--- src/rtl/pll_reconfig_sequencer.sv ---
// Avalon-MM master that loads n/m/c0 divide settings into the reconfigurable
// PLL parameter cache, triggers reconfiguration and polls status until done.
//
// state      | meaning
// -----------+------------------------------------------------------------
// S_IDLE     | ready for a command; captures n/m/c0 on accept
// S_CHECK    | rejects any zero divide value, otherwise starts the sequence
// S_WRITE    | writes the 12 counter fields, idx selects param/type
// S_GO       | writes the reconfig trigger at 0x80
// S_SETTLE   | bus idle for SETTLE_CYCLES before the first status read
// S_POLL     | reads status at 0x80, 0x0D means reconfiguration finished
// S_POLL_GAP | one idle cycle between consecutive status reads
// S_DONE     | one-cycle done pulse
module pll_reconfig_sequencer #(
    parameter int POLL_LIMIT    = 65535,
    parameter int SETTLE_CYCLES = 4
) (
    input  logic        csi_clk_clock,
    input  logic        csi_clk_reset_n,
    input  logic        cmd_valid,
    output logic        cmd_ready,
    input  logic [8:0]  cmd_n,
    input  logic [8:0]  cmd_m,
    input  logic [8:0]  cmd_c0,
    output logic        busy,
    output logic        done,
    output logic [1:0]  error,
    output logic [7:0]  avm_address,
    output logic [31:0] avm_writedata,
    output logic        avm_write,
    output logic        avm_read,
    input  logic [31:0] avm_readdata,
    input  logic        avm_waitrequest
);

    localparam int PW = (POLL_LIMIT > 1) ? $clog2(POLL_LIMIT + 1) : 1;
    localparam int SW = (SETTLE_CYCLES > 2) ? $clog2(SETTLE_CYCLES) : 1;
    localparam logic [PW-1:0] POLL_LAST   = PW'(POLL_LIMIT - 1);
    localparam logic [SW-1:0] SETTLE_LOAD = SW'(SETTLE_CYCLES - 1);
    localparam logic [7:0]    ADDR_CTRL   = 8'h80;
    localparam logic [7:0]    STATUS_DONE = 8'h0D;
    localparam logic [3:0]    IDX_LAST    = 4'd11;
    localparam logic [1:0]    ERR_OK      = 2'd0;
    localparam logic [1:0]    ERR_ZERO    = 2'd1;
    localparam logic [1:0]    ERR_TIMEOUT = 2'd2;

    typedef enum logic [2:0] {
        S_IDLE,
        S_CHECK,
        S_WRITE,
        S_GO,
        S_SETTLE,
        S_POLL,
        S_POLL_GAP,
        S_DONE
    } state_t;

    state_t         state, state_nxt;
    logic [3:0]     idx, idx_nxt;
    logic [SW-1:0]  settle_cnt, settle_nxt;
    logic [PW-1:0]  poll_cnt, poll_nxt;
    logic [1:0]     error_q, error_nxt;
    logic [8:0]     n_q, m_q, c0_q;
    logic           cap_en;

    logic [8:0]     fld_val;
    logic [2:0]     prm_code;
    logic [3:0]     typ_code;
    logic [9:0]     fld_high;
    logic [9:0]     fld_low;
    logic [31:0]    fld_data;
    logic           any_zero;

    // Only the low status byte carries meaning.
    logic           unused_rdata;
    assign unused_rdata = ^avm_readdata[31:8];

    assign error    = error_q;
    assign any_zero = (n_q == 9'd0) || (m_q == 9'd0) || (c0_q == 9'd0);

    // Field value, address code and write data for the current write index.
    always_comb begin
        fld_val  = n_q;
        prm_code = 3'd0;
        typ_code = 4'd0;
        fld_data = 32'd0;
        case (idx[3:2])
            2'd0:    begin fld_val = n_q;  prm_code = 3'd0; end
            2'd1:    begin fld_val = m_q;  prm_code = 3'd1; end
            default: begin fld_val = c0_q; prm_code = 3'd4; end
        endcase
        fld_high = ({1'b0, fld_val} + 10'd1) >> 1;
        fld_low  = {1'b0, fld_val} - fld_high;
        case (idx[1:0])
            2'd0:    begin typ_code = 4'd0; fld_data = {22'd0, fld_high}; end
            2'd1:    begin typ_code = 4'd1; fld_data = {22'd0, fld_low}; end
            2'd2:    begin typ_code = 4'd4; fld_data = {31'd0, (fld_val == 9'd1)}; end
            default: begin typ_code = 4'd5; fld_data = {31'd0, fld_val[0]}; end
        endcase
    end

    // Next-state logic and Moore bus outputs; strobes derive from state so
    // they fall as soon as reset forces the state register to idle.
    always_comb begin
        state_nxt     = state;
        idx_nxt       = idx;
        settle_nxt    = settle_cnt;
        poll_nxt      = poll_cnt;
        error_nxt     = error_q;
        cap_en        = 1'b0;
        cmd_ready     = 1'b0;
        busy          = 1'b0;
        done          = 1'b0;
        avm_write     = 1'b0;
        avm_read      = 1'b0;
        avm_address   = 8'h00;
        avm_writedata = 32'd0;
        case (state)
            S_IDLE: begin
                cmd_ready = 1'b1;
                if (cmd_valid) begin
                    cap_en    = 1'b1;
                    error_nxt = ERR_OK;
                    state_nxt = S_CHECK;
                end
            end
            S_CHECK: begin
                if (any_zero) begin
                    error_nxt = ERR_ZERO;
                    state_nxt = S_IDLE;
                end else begin
                    error_nxt = ERR_OK;
                    idx_nxt   = 4'd0;
                    state_nxt = S_WRITE;
                end
            end
            S_WRITE: begin
                busy          = 1'b1;
                avm_write     = 1'b1;
                avm_address   = {1'b0, prm_code, typ_code};
                avm_writedata = fld_data;
                if (!avm_waitrequest) begin
                    if (idx == IDX_LAST) begin
                        state_nxt = S_GO;
                    end else begin
                        idx_nxt = idx + 4'd1;
                    end
                end
            end
            S_GO: begin
                busy        = 1'b1;
                avm_write   = 1'b1;
                avm_address = ADDR_CTRL;
                if (!avm_waitrequest) begin
                    settle_nxt = SETTLE_LOAD;
                    state_nxt  = S_SETTLE;
                end
            end
            S_SETTLE: begin
                busy = 1'b1;
                if (settle_cnt == '0) begin
                    poll_nxt  = '0;
                    state_nxt = S_POLL;
                end else begin
                    settle_nxt = settle_cnt - 1'b1;
                end
            end
            S_POLL: begin
                busy        = 1'b1;
                avm_read    = 1'b1;
                avm_address = ADDR_CTRL;
                if (!avm_waitrequest) begin
                    if (avm_readdata[7:0] == STATUS_DONE) begin
                        state_nxt = S_DONE;
                    end else if (poll_cnt == POLL_LAST) begin
                        error_nxt = ERR_TIMEOUT;
                        state_nxt = S_IDLE;
                    end else begin
                        poll_nxt  = poll_cnt + 1'b1;
                        state_nxt = S_POLL_GAP;
                    end
                end
            end
            S_POLL_GAP: begin
                busy      = 1'b1;
                state_nxt = S_POLL;
            end
            S_DONE: begin
                busy      = 1'b1;
                done      = 1'b1;
                state_nxt = S_IDLE;
            end
            default: begin
                state_nxt = S_IDLE;
            end
        endcase
    end

    // State, counters, sticky error and captured command registers.
    always_ff @(posedge csi_clk_clock or negedge csi_clk_reset_n) begin
        if (!csi_clk_reset_n) begin
            state      <= S_IDLE;
            idx        <= 4'd0;
            settle_cnt <= '0;
            poll_cnt   <= '0;
            error_q    <= ERR_OK;
            n_q        <= 9'd0;
            m_q        <= 9'd0;
            c0_q       <= 9'd0;
        end else begin
            state      <= state_nxt;
            idx        <= idx_nxt;
            settle_cnt <= settle_nxt;
            poll_cnt   <= poll_nxt;
            error_q    <= error_nxt;
            if (cap_en) begin
                n_q  <= cmd_n;
                m_q  <= cmd_m;
                c0_q <= cmd_c0;
            end
        end
    end

endmodule

--- config.mk ---
export PLATFORM = sky130hd
export DESIGN_NAME = pll_reconfig_sequencer
export DESIGN_NICKNAME = d
export VERILOG_FILES = /design/src/rtl/pll_reconfig_sequencer.sv
export SDC_FILE = /design/constraint.sdc
export NUM_CORES = 1
export LEC_CHECK = 0
export ABC_AREA = 1
export BUFFER_PORTS_ARGS = -buffer_cell sky130_fd_sc_hd__buf_2
export CORE_MARGIN = 1
export CORE_UTILIZATION = 58
export CTS_CLUSTER_SIZE = 30
export DETAILED_ROUTE_END_ITERATION = 6
export MAX_ROUTING_LAYER = met4
export PLACE_DENSITY = 0.93
export SKIP_LAST_GASP = 1
export SLEW_MARGIN = 20
export SYNTH_ARGS = -nofsm -noshare
export SYNTH_HDL_FRONTEND = slang
export SYNTH_SLANG_ARGS = --single-unit
--- constraint.sdc ---
create_clock -name csi_clk_clock -period 5.9 [get_ports csi_clk_clock]
set_clock_uncertainty 0.05 [all_clocks]
set_input_delay 0.885 -clock csi_clk_clock [delete_from_list [all_inputs] [get_ports csi_clk_clock]]
set_output_delay 0.885 -clock csi_clk_clock [all_outputs]
set_load 0.1 [all_outputs]
**After elaboration in Yosys (flattened, before gate mapping)**

Index checks and enable logic that the tools add are counted.
W data, S select, Z words.

- Flip-flop bits (word level): 54
- Input port bits: 63
- Output and inout bits: 47
- Logic and storage cells: 101

- Add/sub/neg operators: 5
- Equality and inequality tests: 26
- Multiplexer cells: 41
- Reductions and logical operators: 21

Operators by type and width:

| operator | count |
|---|---|
| $mux W16 | 4 |
| $mux W32 | 1 |
| $pmux W16 S2 | 1 |
| $pmux W10 S3 | 1 |
| $logic_not A9 Y1 | 3 |
| $mux W3 | 8 |
| $ne A2 B2 Y1 const B | 12 |
| $pmux W3 S8 | 1 |
| $pmux W9 S2 | 1 |
| $add A16 B1 Y16 const B | 1 |
| $eq A16 B16 Y1 const B | 1 |
| $pmux W8 S2 | 1 |
| $mux W2 | 7 |
| $eq A3 B3 Y1 const B | 4 |
| $mux W4 | 3 |
| $add A9 B1 Y10 const B | 1 |
| $reduce_and A5 Y1 | 2 |
| $sub A9 B9 Y10 | 1 |
| $eq A9 B1 Y1 const B | 1 |
| $pmux W3 S3 | 1 |
| $eq A8 B4 Y1 const B | 1 |
| $mux W1 | 8 |
| $pmux W4 S2 | 1 |
| $eq A3 B2 Y1 const B | 2 |
| 19 further kinds | 26 |

**Depth between registers and ports, before layout**

- Depth after elaboration: 6
- Depth in mapped cells: 22
- Gate-level depth less buffers: 21

**Least setup slack after synthesis**

OpenSTA, ideal clock, no wires.

- Path kind: reg-to-output
- Start: reg idx[3]
- End: out avm_writedata[9]
- Arrival: 4345 ps
- Required time: 4965 ps
- Setup slack: 620 ps
- Stages on the path, launching flop included: 19
- Buffers on the path: 0
- Cells stage by stage: dfrtp_1 > inv_2 > nand2_4 > or2_1 > nand2_1 > inv_2 > ha_1 > or2_2 > nand2_1 > ha_1 > nand2_1 > nand2_1 > nand2_1 > nand2_1 > nand2_1 > nand2_1 > nand2_1 > a21oi_1 > nor3_1

- Longest elaborated chain between the ends: 6
- Elaborated cells on any way between the ends: 7

Ends and longest elaborated chain:

| item | line | source |
|---|---|---|
| start, declared | 59 | `logic [3:0] idx, idx_nxt;` |
| start signal, assigned | 212 | `idx <= idx_nxt;` |
| $eq A2 B1 Y1 or $logic_not A2 Y1 (tied branches) | 87 | `case (idx[3:2])` |
| $pmux W9 S2 (*) | 87 |  |
| $add A9 B1 Y10 | 92 | `fld_high = ({1'b0, fld_val} + 10'd1) >> 1;` |
| $sub A9 B9 Y10 (*) | 93 | `fld_low = {1'b0, fld_val} - fld_high;` |
| $pmux W10 S3 (*) | 94 | `case (idx[1:0])` |
| $mux W32 (*) | 118 | `case (state)` |
| end, declared | 29 | `output logic [31:0] avm_writedata,` |

Mark *: on every way between the ends. The rest lies on a longest branch, timed or not.

**Worst setup path after layout**

- Start: reg idx[3]
- End: out avm_writedata[8]

- Longest elaborated chain between the ends: 6
- Elaborated cells on any way between the ends: 7

Ends and longest elaborated chain:

| item | line |
|---|---|
| $eq A2 B1 Y1 or $logic_not A2 Y1 (tied branches) | 87 |
| $pmux W9 S2 (*) | 87 |
| $add A9 B1 Y10 | 92 |
| $sub A9 B9 Y10 | 93 |
| $pmux W10 S3 (*) | 94 |
| $mux W32 (*) | 118 |

Marked as above.

==> flow_metrics.tcl <==
set metrics [dict create \
    status "complete, no violations" \
    cts_setup_buffers 0 \
    syn_area_per_cell_sq_um 7.11 \
    cts_max_level 2 \
    synth.distinct_cells 41 \
    port-buffer-count 60 \
    criticalPathCategory "reg -> out" \
    synthCells 605 \
    grt_max_degree 55 \
    initial_utilization 0.596 \
    path_clk_slew_ns 0.10 \
    drt_first_pass_iters 5 \
    critPathRequiredTime_ns 4.97 \
    drc 0 \
    dieArea_sq_um 7770 \
    multi_input_area_sq_um 2520 \
    synth_warnings 0 \
    cts_tree "yes" \
    path_buf_inv 3 \
    vdd_drop_max_mv 0.608 \
    stdcell_area_sq_um 4650 \
    grt_pass1_vias 3783 \
    dpl_cell_area_sq_um 4560 \
    grt_antenna_before_repair 0 \
    ff2ff_path_depth 9 \
    max_freq_ghz 0.206 \
    grt_setup_unrepaired "false" \
    critPathMaxFanout 13 \
    synthArstFlopShare 1.00 \
    critical_path_arrival_ns 3.92 \
    leakage_nw 2.39 \
    synth.area.top_cells "dfrtp_1, nand2_1, nor2_1" \
    synth_area_leader_cell "dfrtp_1" \
    fill_cells 624 \
    cts.sinks 54 \
    cts_buffers 5 \
    start_kind "flop" \
    routed_wirelength_microns 9820 \
    rr_endpoint "poll_cnt[14]$_DFFE_PN0P_" \
    reg2reg_slack_ns 3.85 \
    synth_top_area_frac 0.314 \
    crit_top_cell "nand2_1" \
    clock_path_buffers 2 \
    min_period_over_period 0.823 \
    antenna_left 0 \
    diodes 0 \
    rows 31 \
    pin_count 110 \
    hold_start "error[1]$_DFFE_PN0P_" \
    area_delta_synth_final_pct 8.20 \
    end_kind "output port" \
    hold_path_depth 2 \
    final_cell_mix "nand2_1, nor2_1, buf_2" \
    seq_area_frac_synth 0.314 \
    totalPowerFinal_w 0.00244 \
    grt-ovfl-total 0 \
    crit_chain "inv_2 > nand2_1 > nor2_1 > nor2_1 > nand2_1 > inv_2 > ha_1 > nand2_2 > nor2_2 > nand2_1 > nand2_1 > ha_1 > a21oi_1 > nand2_1 > nand2_1 > nand2_1 > nand2_1 > nand3_1 > a21oi_1 > buf_2" \
    crit_family "simple AND/OR/NAND/NOR gates" \
    regArea_sq_um 1350 \
    place.gp.congestion 0.925 \
    viasPerCell 5.35 \
    worst_path_max_delay_cell "dfrtp_1" \
    vias 4073 \
    die_h_microns 88.1 \
    tightest_slew_ns 0.784 \
    grt_pass1_wl_microns 16400 \
    synth-seq-cells 54 \
    root_buffer "clkbuf_8" \
    relSlewSlack 0.476 \
    hold-path-endpoint "error[1]$_DFFE_PN0P_" \
    fin_crit_ns 4.85 \
    track_usage 0.279 \
    setup_viol_count_final 0 \
    final_common_cell "nand2_1" \
    drtIter0Drc 202 \
    final_nets 744 \
    hold_viol 0 \
    insertion_delay_ns 0.33 \
    slew_violations 0 \
    maxCapViolations 0 \
    cts_hold_buf 0 \
    design.core.area_sq_um 7210 \
    wl_per_cell_microns 12.9 \
    synth_enable_flop_cells 0 \
    synth_area_sq_um 4300 \
    synth_ff_type "dfrtp_1" \
    power_density_nw_per_um2 524 \
    die_x_microns 88.1 \
    slowest_delay_ns 0.65 \
    ctsResizeCount 0 \
    dp_hpwl_microns 7520 \
    r2r_start "state[0]$_DFFE_PN0P_" \
    hold_path_class "reg -> reg" \
    drive_above_1_share 0.208 \
    fin_setup_tns_ns 0 \
]
through the flow:
stage | setup WS, ns | std cells | hold WS (ns) | utilization
finish | 1.05 | 761 | 0.466 | 0.645
global route | 0.725 | 761 | 0.508 | 0.645
CTS | 1.14 | 761 | 0.474 | 0.645
detailed placement | 1.51 | 753 | 0.444 | 0.632
global placement | 1.64 | 753 | 0.406 | 0.632
floorplan | 0.620 | 629 | 0.407 | -
routing by layer:
| metal | GRT usage | wire length, microns |
|---|---|---|
| met5 | - | 0 |
| met4 | 0.113 | 262 |
| met3 | 0.0471 | 668 |
| met2 | 0.469 | 4730 |
| met1 | 0.332 | 4160 |
cell usage after synthesis, types with 2 or more instances:
cell and instances:
nand2_1 145, nor2_1 86, inv_1 56, dfrtp_1 54, nand3_1 42, a21oi_1 32, buf_4 28, ha_1 20
nor3_1 13, nor2_2 12, mux2_2 11, nand4_1 11, o21ai_0 11, nand2_2 10, o21ai_2 10, xor2_1 10
inv_2 9, o21ai_1 5, buf_2 3, buf_6 3, nor2_4 3, or2_2 3, xnor2_1 3, clkbuf_1 2
nand2_4 2, nand3_2 2, nand3b_1 2, nor2_8 2, nor3b_1 2, or2_1 2
registers in the layout, summed over array words and instances (netlist names):
signal	count
c0_q	9
error	2
idx	4
m_q	9
n_q	9
poll_cnt	16
settle_cnt	2
state	3
power breakdown:
part | total (W) | leakage (nW) | internal (W) | switching, W
Clock | 0.000226 | 0.0502 | 0.0000883 | 0.000138
Sequential | 0.000598 | 0.667 | 0.000488 | 0.000110
Combinational | 0.00161 | 1.67 | 0.000445 | 0.00117
tightest hold or removal path: stages (launching register included):
cell     delay, ns
dfrtp_1       0.36
nand2_1       0.05
o21ai_0       0.07
final cells by class:
class	count	area share
Clock inverter	3	0.00618
Inverter	66	0.0538
Sequential cell	54	0.290
Multi-Input combinational cell	473	0.542
Timing Repair Buffer	61	0.0661
Clock buffer	5	0.0148
Tap cell	99	0.0266
cell families after synthesis:
group                    after synthesis  share of synthesized area
AO/OA/AOI/OAI                         62                     0.0829
XOR/XNOR                              13                     0.0265
adder cells (fa/ha/maj)               20                     0.0582
buffers and inverters                102                      0.120
flip-flops                            54                      0.314
multiplexers                          11                     0.0288
other                                  1                   0.000872
AND/OR/NAND/NOR                      342                      0.369
worst max path at each step:
stage                             startpoint          endpoint  slack (ns)  cells past startpoint
after floorplan           idx[3]$_DFFE_PN0P_  avm_writedata[9]        0.62                     18
after global placement    idx[3]$_DFFE_PN0P_  avm_writedata[8]        1.64                     19
after detailed placement  idx[3]$_DFFE_PN0P_  avm_writedata[8]        1.51                     20
after CTS                 idx[3]$_DFFE_PN0P_  avm_writedata[8]        1.14                     20
after global routing      idx[3]$_DFFE_PN0P_  avm_writedata[8]        0.72                     20
final                     idx[3]$_DFFE_PN0P_  avm_writedata[8]        1.05                     20
(Power assumes the default switching activity.)
